`src/rtl/instruction_encoder_pkg.sv`:
```
// Opcode, format and field definitions shared by the instruction encoder and decoder.
// Pure definitions: no state, no latency, no flow control.
package instruction_encoder_pkg;

   localparam int INSTR_W = 8;

   localparam logic [3:0] OP_0 = 4'h0, OP_1 = 4'h1, OP_2 = 4'h2, OP_3 = 4'h3;
   localparam logic [3:0] OP_4 = 4'h4, OP_5 = 4'h5, OP_6 = 4'h6, OP_7 = 4'h7;
   localparam logic [3:0] OP_8 = 4'h8, OP_9 = 4'h9, OP_A = 4'hA, OP_B = 4'hB;
   localparam logic [3:0] OP_C = 4'hC, OP_D = 4'hD, OP_E = 4'hE, OP_F = 4'hF;

   typedef enum logic [1:0] {
      FMT_IMM4 = 2'd0,
      FMT_RI   = 2'd1,
      FMT_RR   = 2'd2
   } fmt_e;

   typedef struct packed {
      logic [3:0] opcode;
      logic [1:0] rd;
      logic [1:0] rs;
      logic [1:0] imm2;
      logic [3:0] imm4;
   } fields_t;

   function automatic fmt_e op_format(input logic [3:0] op);
      case (op)
         OP_0, OP_1:                               op_format = FMT_IMM4;
         OP_3, OP_4, OP_5, OP_6, OP_7, OP_8, OP_A: op_format = FMT_RR;
         OP_2, OP_9, OP_B, OP_C, OP_D, OP_E, OP_F: op_format = FMT_RI;
         default:                                  op_format = FMT_RI;
      endcase
   endfunction

   function automatic logic [INSTR_W-1:0] encode(input fields_t f);
      logic [3:0] lo;
      case (op_format(f.opcode))
         FMT_IMM4: lo = f.imm4;
         FMT_RI:   lo = {f.rd, f.imm2};
         default:  lo = {f.rd, f.rs};
      endcase
      return {f.opcode, lo};
   endfunction

   // A field is illegal when a slot the format does not use carries a nonzero value.
   function automatic logic field_illegal(input fields_t f);
      case (op_format(f.opcode))
         FMT_IMM4: return |{f.rd, f.rs, f.imm2};
         FMT_RI:   return |{f.rs, f.imm4};
         default:  return |{f.imm2, f.imm4};
      endcase
   endfunction

endpackage

```
`src/rtl/instruction_encoder_if.sv`:
```
// Field-input and program-memory write bundle of the instruction encoder.
// slave = encoder side, master = loader/memory side.
interface instruction_encoder_if #(parameter int ADDR_W = 4);
   import instruction_encoder_pkg::*;

   logic                in_valid;
   logic                in_ready;
   logic [3:0]          opcode;
   logic [1:0]          rd;
   logic [1:0]          rs;
   logic [1:0]          imm2;
   logic [3:0]          imm4;
   logic                mem_we;
   logic [ADDR_W-1:0]   mem_addr;
   logic [INSTR_W-1:0]  mem_wdata;
   logic                mem_ready;
   logic [ADDR_W:0]     count;
   logic                prog_full;
   logic                err;

   modport slave (
      input  in_valid, opcode, rd, rs, imm2, imm4, mem_ready,
      output in_ready, mem_we, mem_addr, mem_wdata, count, prog_full, err
   );

   modport master (
      output in_valid, opcode, rd, rs, imm2, imm4, mem_ready,
      input  in_ready, mem_we, mem_addr, mem_wdata, count, prog_full, err
   );
endinterface

```
`src/rtl/instruction_encoder_fifo.sv`:
```
// Synchronous word FIFO with flush; push visible at the head one cycle later.
// Push ignored when full, pop ignored when empty; storage cleared on reset/flush.
module instr_fifo #(
   parameter int DEPTH = 4,
   parameter int W     = 8
) (
   input  logic         clk,
   input  logic         rst,
   input  logic         flush,
   input  logic         push,
   input  logic [W-1:0] push_dat,
   input  logic         pop,
   output logic [W-1:0] pop_dat,
   output logic         full,
   output logic         empty
);
   localparam int PW = $clog2(DEPTH);

   logic [W-1:0] r_mem [DEPTH];
   logic [PW:0]  r_wr;
   logic [PW:0]  r_rd;

   // Pointers carry one extra wrap bit so full and empty are distinguishable.
   assign empty   = (r_wr == r_rd);
   assign full    = (r_wr[PW] != r_rd[PW]) && (r_wr[PW-1:0] == r_rd[PW-1:0]);
   assign pop_dat = r_mem[r_rd[PW-1:0]];

   always_ff @(posedge clk) begin
      if (rst || flush) begin
         r_wr <= '0;
         r_rd <= '0;
         for (int i = 0; i < DEPTH; i++) r_mem[i] <= '0;
      end else begin
         if (push && !full) begin
            r_mem[r_wr[PW-1:0]] <= push_dat;
            r_wr                <= r_wr + (PW+1)'(1);
         end
         if (pop && !empty) r_rd <= r_rd + (PW+1)'(1);
      end
   end
endmodule

```
`src/rtl/instruction_encoder.sv`:
```
// Packs instruction fields into 8-bit words and streams them into program memory in order (min 1 cycle accept->write).
// in_ready drops on FIFO full or capacity reached; writes stall on mem_ready. ENC_FIELD_CHECK_EN enables illegal-field detection.
module instruction_encoder
   import instruction_encoder_pkg::*;
#(
   parameter int DEPTH  = 4,
   parameter int ADDR_W = 4
) (
   input  logic                  clk,
   input  logic                  rst,
   input  logic                  clr,
   instruction_encoder_if.slave  bus
);
   localparam logic [ADDR_W:0] CAP = {1'b1, {ADDR_W{1'b0}}};

   fields_t             w_f;
   logic [INSTR_W-1:0]  w_word;
   logic [INSTR_W-1:0]  w_head;
   logic                w_full;
   logic                w_empty;
   logic                w_accept;
   logic                w_push;
   logic                w_pop;
   logic                w_illegal;

   logic [ADDR_W:0]     r_acc_cnt;
   logic [ADDR_W:0]     r_count;
   logic [ADDR_W-1:0]   r_addr;
   logic                r_prog_full;

   assign w_f    = {bus.opcode, bus.rd, bus.rs, bus.imm2, bus.imm4};
   assign w_word = encode(w_f);

   // Ready never looks at the pop path, so a full FIFO stays not-ready even while draining.
   assign bus.in_ready = !rst && !clr && !w_full && !r_prog_full && (r_acc_cnt < CAP);
   assign w_accept     = bus.in_valid && bus.in_ready;
   assign w_push       = w_accept && !w_illegal;

   assign bus.mem_we    = !w_empty && !r_prog_full;
   assign bus.mem_wdata = w_head;
   assign bus.mem_addr  = r_addr;
   assign bus.count     = r_count;
   assign bus.prog_full = r_prog_full;
   assign w_pop         = bus.mem_we && bus.mem_ready && !rst && !clr;

`ifdef ENC_FIELD_CHECK_EN
   logic r_err;

   assign w_illegal = field_illegal(w_f);
   assign bus.err   = r_err;

   always_ff @(posedge clk) begin
      if (rst || clr)                 r_err <= 1'b0;
      else if (w_accept && w_illegal) r_err <= 1'b1;
   end
`else
   assign w_illegal = 1'b0;
   assign bus.err   = 1'b0;
`endif

   instr_fifo #(.DEPTH(DEPTH), .W(INSTR_W)) u_fifo (
      .clk      (clk),
      .rst      (rst),
      .flush    (clr),
      .push     (w_push),
      .push_dat (w_word),
      .pop      (w_pop),
      .pop_dat  (w_head),
      .full     (w_full),
      .empty    (w_empty)
   );

   // The last address completing fills the program; the address wraps but writes stop.
   always_ff @(posedge clk) begin
      if (rst || clr) begin
         r_acc_cnt   <= '0;
         r_count     <= '0;
         r_addr      <= '0;
         r_prog_full <= 1'b0;
      end else begin
         if (w_push) r_acc_cnt <= r_acc_cnt + (ADDR_W+1)'(1);
         if (w_pop) begin
            r_addr  <= r_addr + ADDR_W'(1);
            r_count <= r_count + (ADDR_W+1)'(1);
            if (&r_addr) r_prog_full <= 1'b1;
         end
      end
   end
endmodule

```
`src/flat_wrapper.sv`:
```
// flat-port wrapper written by rule: the top's interface ports become plain ports
module instruction_encoder_flat import instruction_encoder_pkg::*;
#(
   parameter int DEPTH  = 4,
   parameter int ADDR_W = 4
)
  (clk, rst, clr, bus_in_valid, bus_opcode, bus_rd, bus_rs, bus_imm2, bus_imm4, bus_mem_ready, bus_in_ready, bus_mem_we, bus_mem_addr, bus_mem_wdata, bus_count, bus_prog_full, bus_err);
  instruction_encoder_if #(.ADDR_W(ADDR_W)) bus_i ();
  input  logic clk;
  input  logic rst;
  input  logic clr;
  input wire logic [$bits(bus_i.in_valid)-1:0] bus_in_valid;
  input wire logic [$bits(bus_i.opcode)-1:0] bus_opcode;
  input wire logic [$bits(bus_i.rd)-1:0] bus_rd;
  input wire logic [$bits(bus_i.rs)-1:0] bus_rs;
  input wire logic [$bits(bus_i.imm2)-1:0] bus_imm2;
  input wire logic [$bits(bus_i.imm4)-1:0] bus_imm4;
  input wire logic [$bits(bus_i.mem_ready)-1:0] bus_mem_ready;
  output wire logic [$bits(bus_i.in_ready)-1:0] bus_in_ready;
  output wire logic [$bits(bus_i.mem_we)-1:0] bus_mem_we;
  output wire logic [$bits(bus_i.mem_addr)-1:0] bus_mem_addr;
  output wire logic [$bits(bus_i.mem_wdata)-1:0] bus_mem_wdata;
  output wire logic [$bits(bus_i.count)-1:0] bus_count;
  output wire logic [$bits(bus_i.prog_full)-1:0] bus_prog_full;
  output wire logic [$bits(bus_i.err)-1:0] bus_err;
  assign bus_i.in_valid = bus_in_valid;
  assign bus_i.opcode = bus_opcode;
  assign bus_i.rd = bus_rd;
  assign bus_i.rs = bus_rs;
  assign bus_i.imm2 = bus_imm2;
  assign bus_i.imm4 = bus_imm4;
  assign bus_i.mem_ready = bus_mem_ready;
  assign bus_in_ready = bus_i.in_ready;
  assign bus_mem_we = bus_i.mem_we;
  assign bus_mem_addr = bus_i.mem_addr;
  assign bus_mem_wdata = bus_i.mem_wdata;
  assign bus_count = bus_i.count;
  assign bus_prog_full = bus_i.prog_full;
  assign bus_err = bus_i.err;
  instruction_encoder #(.DEPTH(DEPTH), .ADDR_W(ADDR_W)) u_core (.clk(clk), .rst(rst), .clr(clr), .bus(bus_i));
endmodule
```
`config.mk`:
```
export PLATFORM = sky130hd
export DESIGN_NAME = instruction_encoder_flat
export DESIGN_NICKNAME = d
export VERILOG_FILES = /design/src/rtl/instruction_encoder_pkg.sv /design/src/rtl/instruction_encoder_if.sv /design/src/rtl/instruction_encoder_fifo.sv /design/src/rtl/instruction_encoder.sv /design/src/flat_wrapper.sv
export SDC_FILE = /design/constraint.sdc
export NUM_CORES = 1
export LEC_CHECK = 0
export CAP_MARGIN = 20
export CELL_PAD_IN_SITES_DETAIL_PLACEMENT = 1
export CELL_PAD_IN_SITES_GLOBAL_PLACEMENT = 1
export CORE_MARGIN = 1.5
export CORE_UTILIZATION = 44
export CTS_BUF_LIST = sky130_fd_sc_hd__clkbuf_4 sky130_fd_sc_hd__clkbuf_8
export DETAILED_ROUTE_END_ITERATION = 10
export PLACE_DENSITY_LB_ADDON = 0.1
export SYNTH_ARGS = -nofsm -noshare
export SYNTH_HDL_FRONTEND = slang
export SYNTH_SLANG_ARGS = --single-unit
```
`constraint.sdc`:
```
create_clock -name clk -period 2.6 [get_ports clk]
set_clock_uncertainty 0.05 [all_clocks]
set_input_delay 0.52 -clock clk [delete_from_list [all_inputs] [get_ports clk]]
set_output_delay 0.52 -clock clk [all_outputs]
set_load 0.02 [all_outputs]
```
==> impl_results.md, run 1 <==
- Status: finished clean
- CTS tree: yes
- Detail-routed via count per cell: around 5.4
- Initial core utilization: 0.4664
- Main synth FF type: edfxtp_1
- Crit-path cells: xnor2_1 > a31oi_1 > clkdlybuf4s50_1
- Initial antenna violation count: 0
- Die H: roughly 80 µm
- Slew Limit Fails: 0
- CP Launch Type: flop
- Post-CTS Hold Buffers: 0
- GR Overflow Total: 0
- Maximum VDD drop: about 0.29 mV
- Met1 usage: 0.2399
- Worst EP required: between 2000 and 2500 ps
- YS warnings: 0
- Setup TNS: 0 ps
- Drt wl/cell: between 15 and 20 µm
- Row cnt: 27
- Mapped Cells: roughly 220
- WP depth: 3
- Critical Path Fanout Max: 10
- Syn nets: around 250
- Met2 Track Usage GR: 0.3513
- I/O pin total: 40
- Sequential group share of total power: 0.574
- Final ANT Viol Nets: 0
- Clk slew on worst S/H paths: 100 ps
- Register-to-Register Path Depth: 5
- N_diodes: 0
- Yosys cell types: 44
- Max Clk Rate: approximately 400 MHz
- Die area: between 6000 and 7000 µm²
- Fin nets: ~300
- Leak Pwr: 0.001259 µW
- Worst-skew pair later-pin latency: just over 300 ps
- Worst reg-to-reg setup slack: about 460 ps
- Critical path endpoint category: output port
- Setup CP Type: reg2out
- Post-CTS setup repair buffer count: 0
- Fin. Hold Viols: 0
- Maximum number of pins on one net before global-route repair: 18
- Synth async-reset ratio: 0
- DRC Markers: 0
- Min Tclk post-route: about 2500 ps
- # H-tree levels: 2
- Sw power: approximately 410 µW
- Synth Register Bits: between 50 and 60
- Sequential fraction of the synthesis area: 0.5402
- Bufs on Longest Clock Path: 2
- 1st-pass router iterations: 4
- RSZ-0062 raised after global routing: false
- Input/output buffers: 38
- Multi-input logic area: roughly 1100 µm²
- Root buffer cell: clkbuf_8
- Fin util: 0.5806
- CTS-repair resized insts: 1
- Largest stage delay, worst path: 620 ps
- # setup viols final: 0
- P per Cell Area: approximately 510 nW/µm²
- Iteration-0 DRC Markers: just over 80
- Max-slew headroom: 0.6619
- GRT met3 Usage: 0.03182
- Critical-path top delay cell: clkdlybuf4s50_1
- Comb pwr share: 0.125
- Sw Ratio: 0.2430
- Detailed Place HPWL: roughly 4400 µm
- Max-Cap Viols: 0
- Tot Pwr: 1684 µW
- Netlist Area Pre-Place: approximately 2600 µm²
- GP Congestion: between 0.7 and 0.8
- Post-synth EDFFs: 32
- First-pass GRT wire length: 9480 µm
- Number of CTS-inserted buffers: 5
- Total GRT Usage: 0.1960
- Critical Path AT: 1930 ps
- Worst-Margin Slew: roughly 500 ps
- Power Internal: around 1300 µW
- Total wire length: ~5700 µm
- Storage element area: between 1000 and 1500 µm²
- CP Buf/Inv Count: 1
- Top Usage Layer GRT: met2
- Syn avg cell area: between 10 and 15 µm²
- Area grow syn2layout: 24.49%
- HP Class: reg2reg
- Layout cells sized above 1: 0.1861
- Worst path top cell family by delay: buffers and inverters
- Vias post-DR: 1,852
- Die width: between 80 and 90 µm
- Clk pwr share: 0.301
- CORE AREA: around 5600 µm²
- Fillers: about 590
- Cells on Worst Hold Path: 1
- Clk sinks: 55
- Final Cycle Share: 0.9621
- Vias in the first global route: slightly below 2,000
[power groups by stage]
stage,clock network [µW],registers (µW),logic (µW)
global route,541,970,229
CTS,517,967,213
detailed placement,0,987,213
global placement,0,985,208
finish,507,966,211
floorplan,0,979,117
[sequential cells by signal (all words and copies together), names as in the netlist, named ones only]
register / flops
u_core.u_fifo.r_mem: 32
u_core.bus.count: 5
u_core.r_acc_cnt: 5
u_core.bus.mem_addr: 4
u_core.u_fifo.r_rd: 3
u_core.u_fifo.r_wr: 3
u_core.bus.prog_full: 1
[metal layers]
| layer | vias to the layer above | share of wire |
|---|---|---|
| li1 | 903 | - |
| met1 | 910 | 0.45 |
| met2 | 33 | 0.51 |
| met3 | 6 | 0.027 |
| met4 | 0 | 0.014 |
| met5 | - | 0 |
[through the flow]
step                instance area [µm²]  setup WS [ps]  std cells  hold slack [ps]
floorplan                          2631          319.9        221            383.3
global placement                   3178          25.66        338            405.9
detailed placement                 3178         -17.22        338            407.0
CTS                                3276          74.26        346            421.7
global route                       3276          24.04        346            450.9
finish                             3276          98.57        346            418.0
[cell families (layout without fill, tap and decap cells)]
| family | after synthesis | after routing | synth area share |
|---|---|---|---|
| muxes | 16 | 16 | 0.09891 |
| DFF | 55 | 55 | 0.5402 |
| adders and majority gates | 5 | 5 | 0.02378 |
| other | 1 | 1 | 0.001425 |
| and+or+nand+nor | 92 | 92 | 0.1764 |
| AOI/OAI and AO/OA | 31 | 31 | 0.09891 |
| xor gates and xnor gates | 8 | 8 | 0.03234 |
| buffers and inverters | 13 | 66 | 0.02805 |
[layout by cell type (no fill, tap or decap), types with 2 or more instances in the layout]
cell type	instances
a21oi_1	9
a221o_1	2
a222oi_1	2
a22o_1	2
a31o_2	3
and2_1	13
and3_1	4
buf_4	20
clkbuf_8	6
clkdlybuf4s50_1	37
dfxtp_1	23
edfxtp_1	32
ha_1	5
mux2i_1	8
mux4_2	8
nand2_1	27
nand3_1	5
nand4_1	2
nor2_1	26
nor2b_1	3
nor3_1	2
o21ai_0	5
or3_1	3
xnor2_1	5
[worst paths after layout]
| check | from | end |
|---|---|---|
| worst max register to register | u_core.u_fifo.r_wr[1] | u_core.u_fifo.r_mem[0][6] |
| worst max-delay path | u_core.u_fifo.r_wr[1] | bus_mem_we |
| worst min-delay path | u_core.r_acc_cnt[3] | u_core.r_acc_cnt[3] |
| worst min register to register | u_core.r_acc_cnt[3] | u_core.r_acc_cnt[3] |
[cell usage after synthesis (all sizes together), types with 5 or more instances]
| master | instances | area share |
|---|---|---|
| edfxtp | 32 | 0.37 |
| nand2 | 27 | 0.039 |
| nor2 | 27 | 0.039 |
| dfxtp | 23 | 0.17 |
| and2 | 13 | 0.031 |
| buf | 10 | 0.024 |
| a21oi | 9 | 0.017 |
| mux2i | 8 | 0.030 |
| mux4 | 8 | 0.068 |
| o21ai | 6 | 0.011 |
| xnor2 | 6 | 0.023 |
| ha | 5 | 0.024 |
| nand3 | 5 | 0.0095 |
[final cells by class]
type	count	area share
clock buffers	6	0.02521
multi-input cells	153	0.3468
well taps	72	0.02750
clock inverters	2	0.004966
repair buffers	58	0.1616
flip-flops and latches	55	0.4339
Power figures use the tool's default switching activity.
==> run 2: changes to the inputs <==
--- a/config.mk
+++ b/config.mk
@@ -12,6 +12,7 @@
 export CORE_UTILIZATION = 44
 export CTS_BUF_LIST = sky130_fd_sc_hd__clkbuf_4 sky130_fd_sc_hd__clkbuf_8
 export DETAILED_ROUTE_END_ITERATION = 10
+export HOLD_SLACK_MARGIN = 0.02
 export PLACE_DENSITY_LB_ADDON = 0.1
 export SYNTH_ARGS = -nofsm -noshare
 export SYNTH_HDL_FRONTEND = slang
==> results of run 2 <==
Final layout, timing and power as in run 1 (identical DEF).
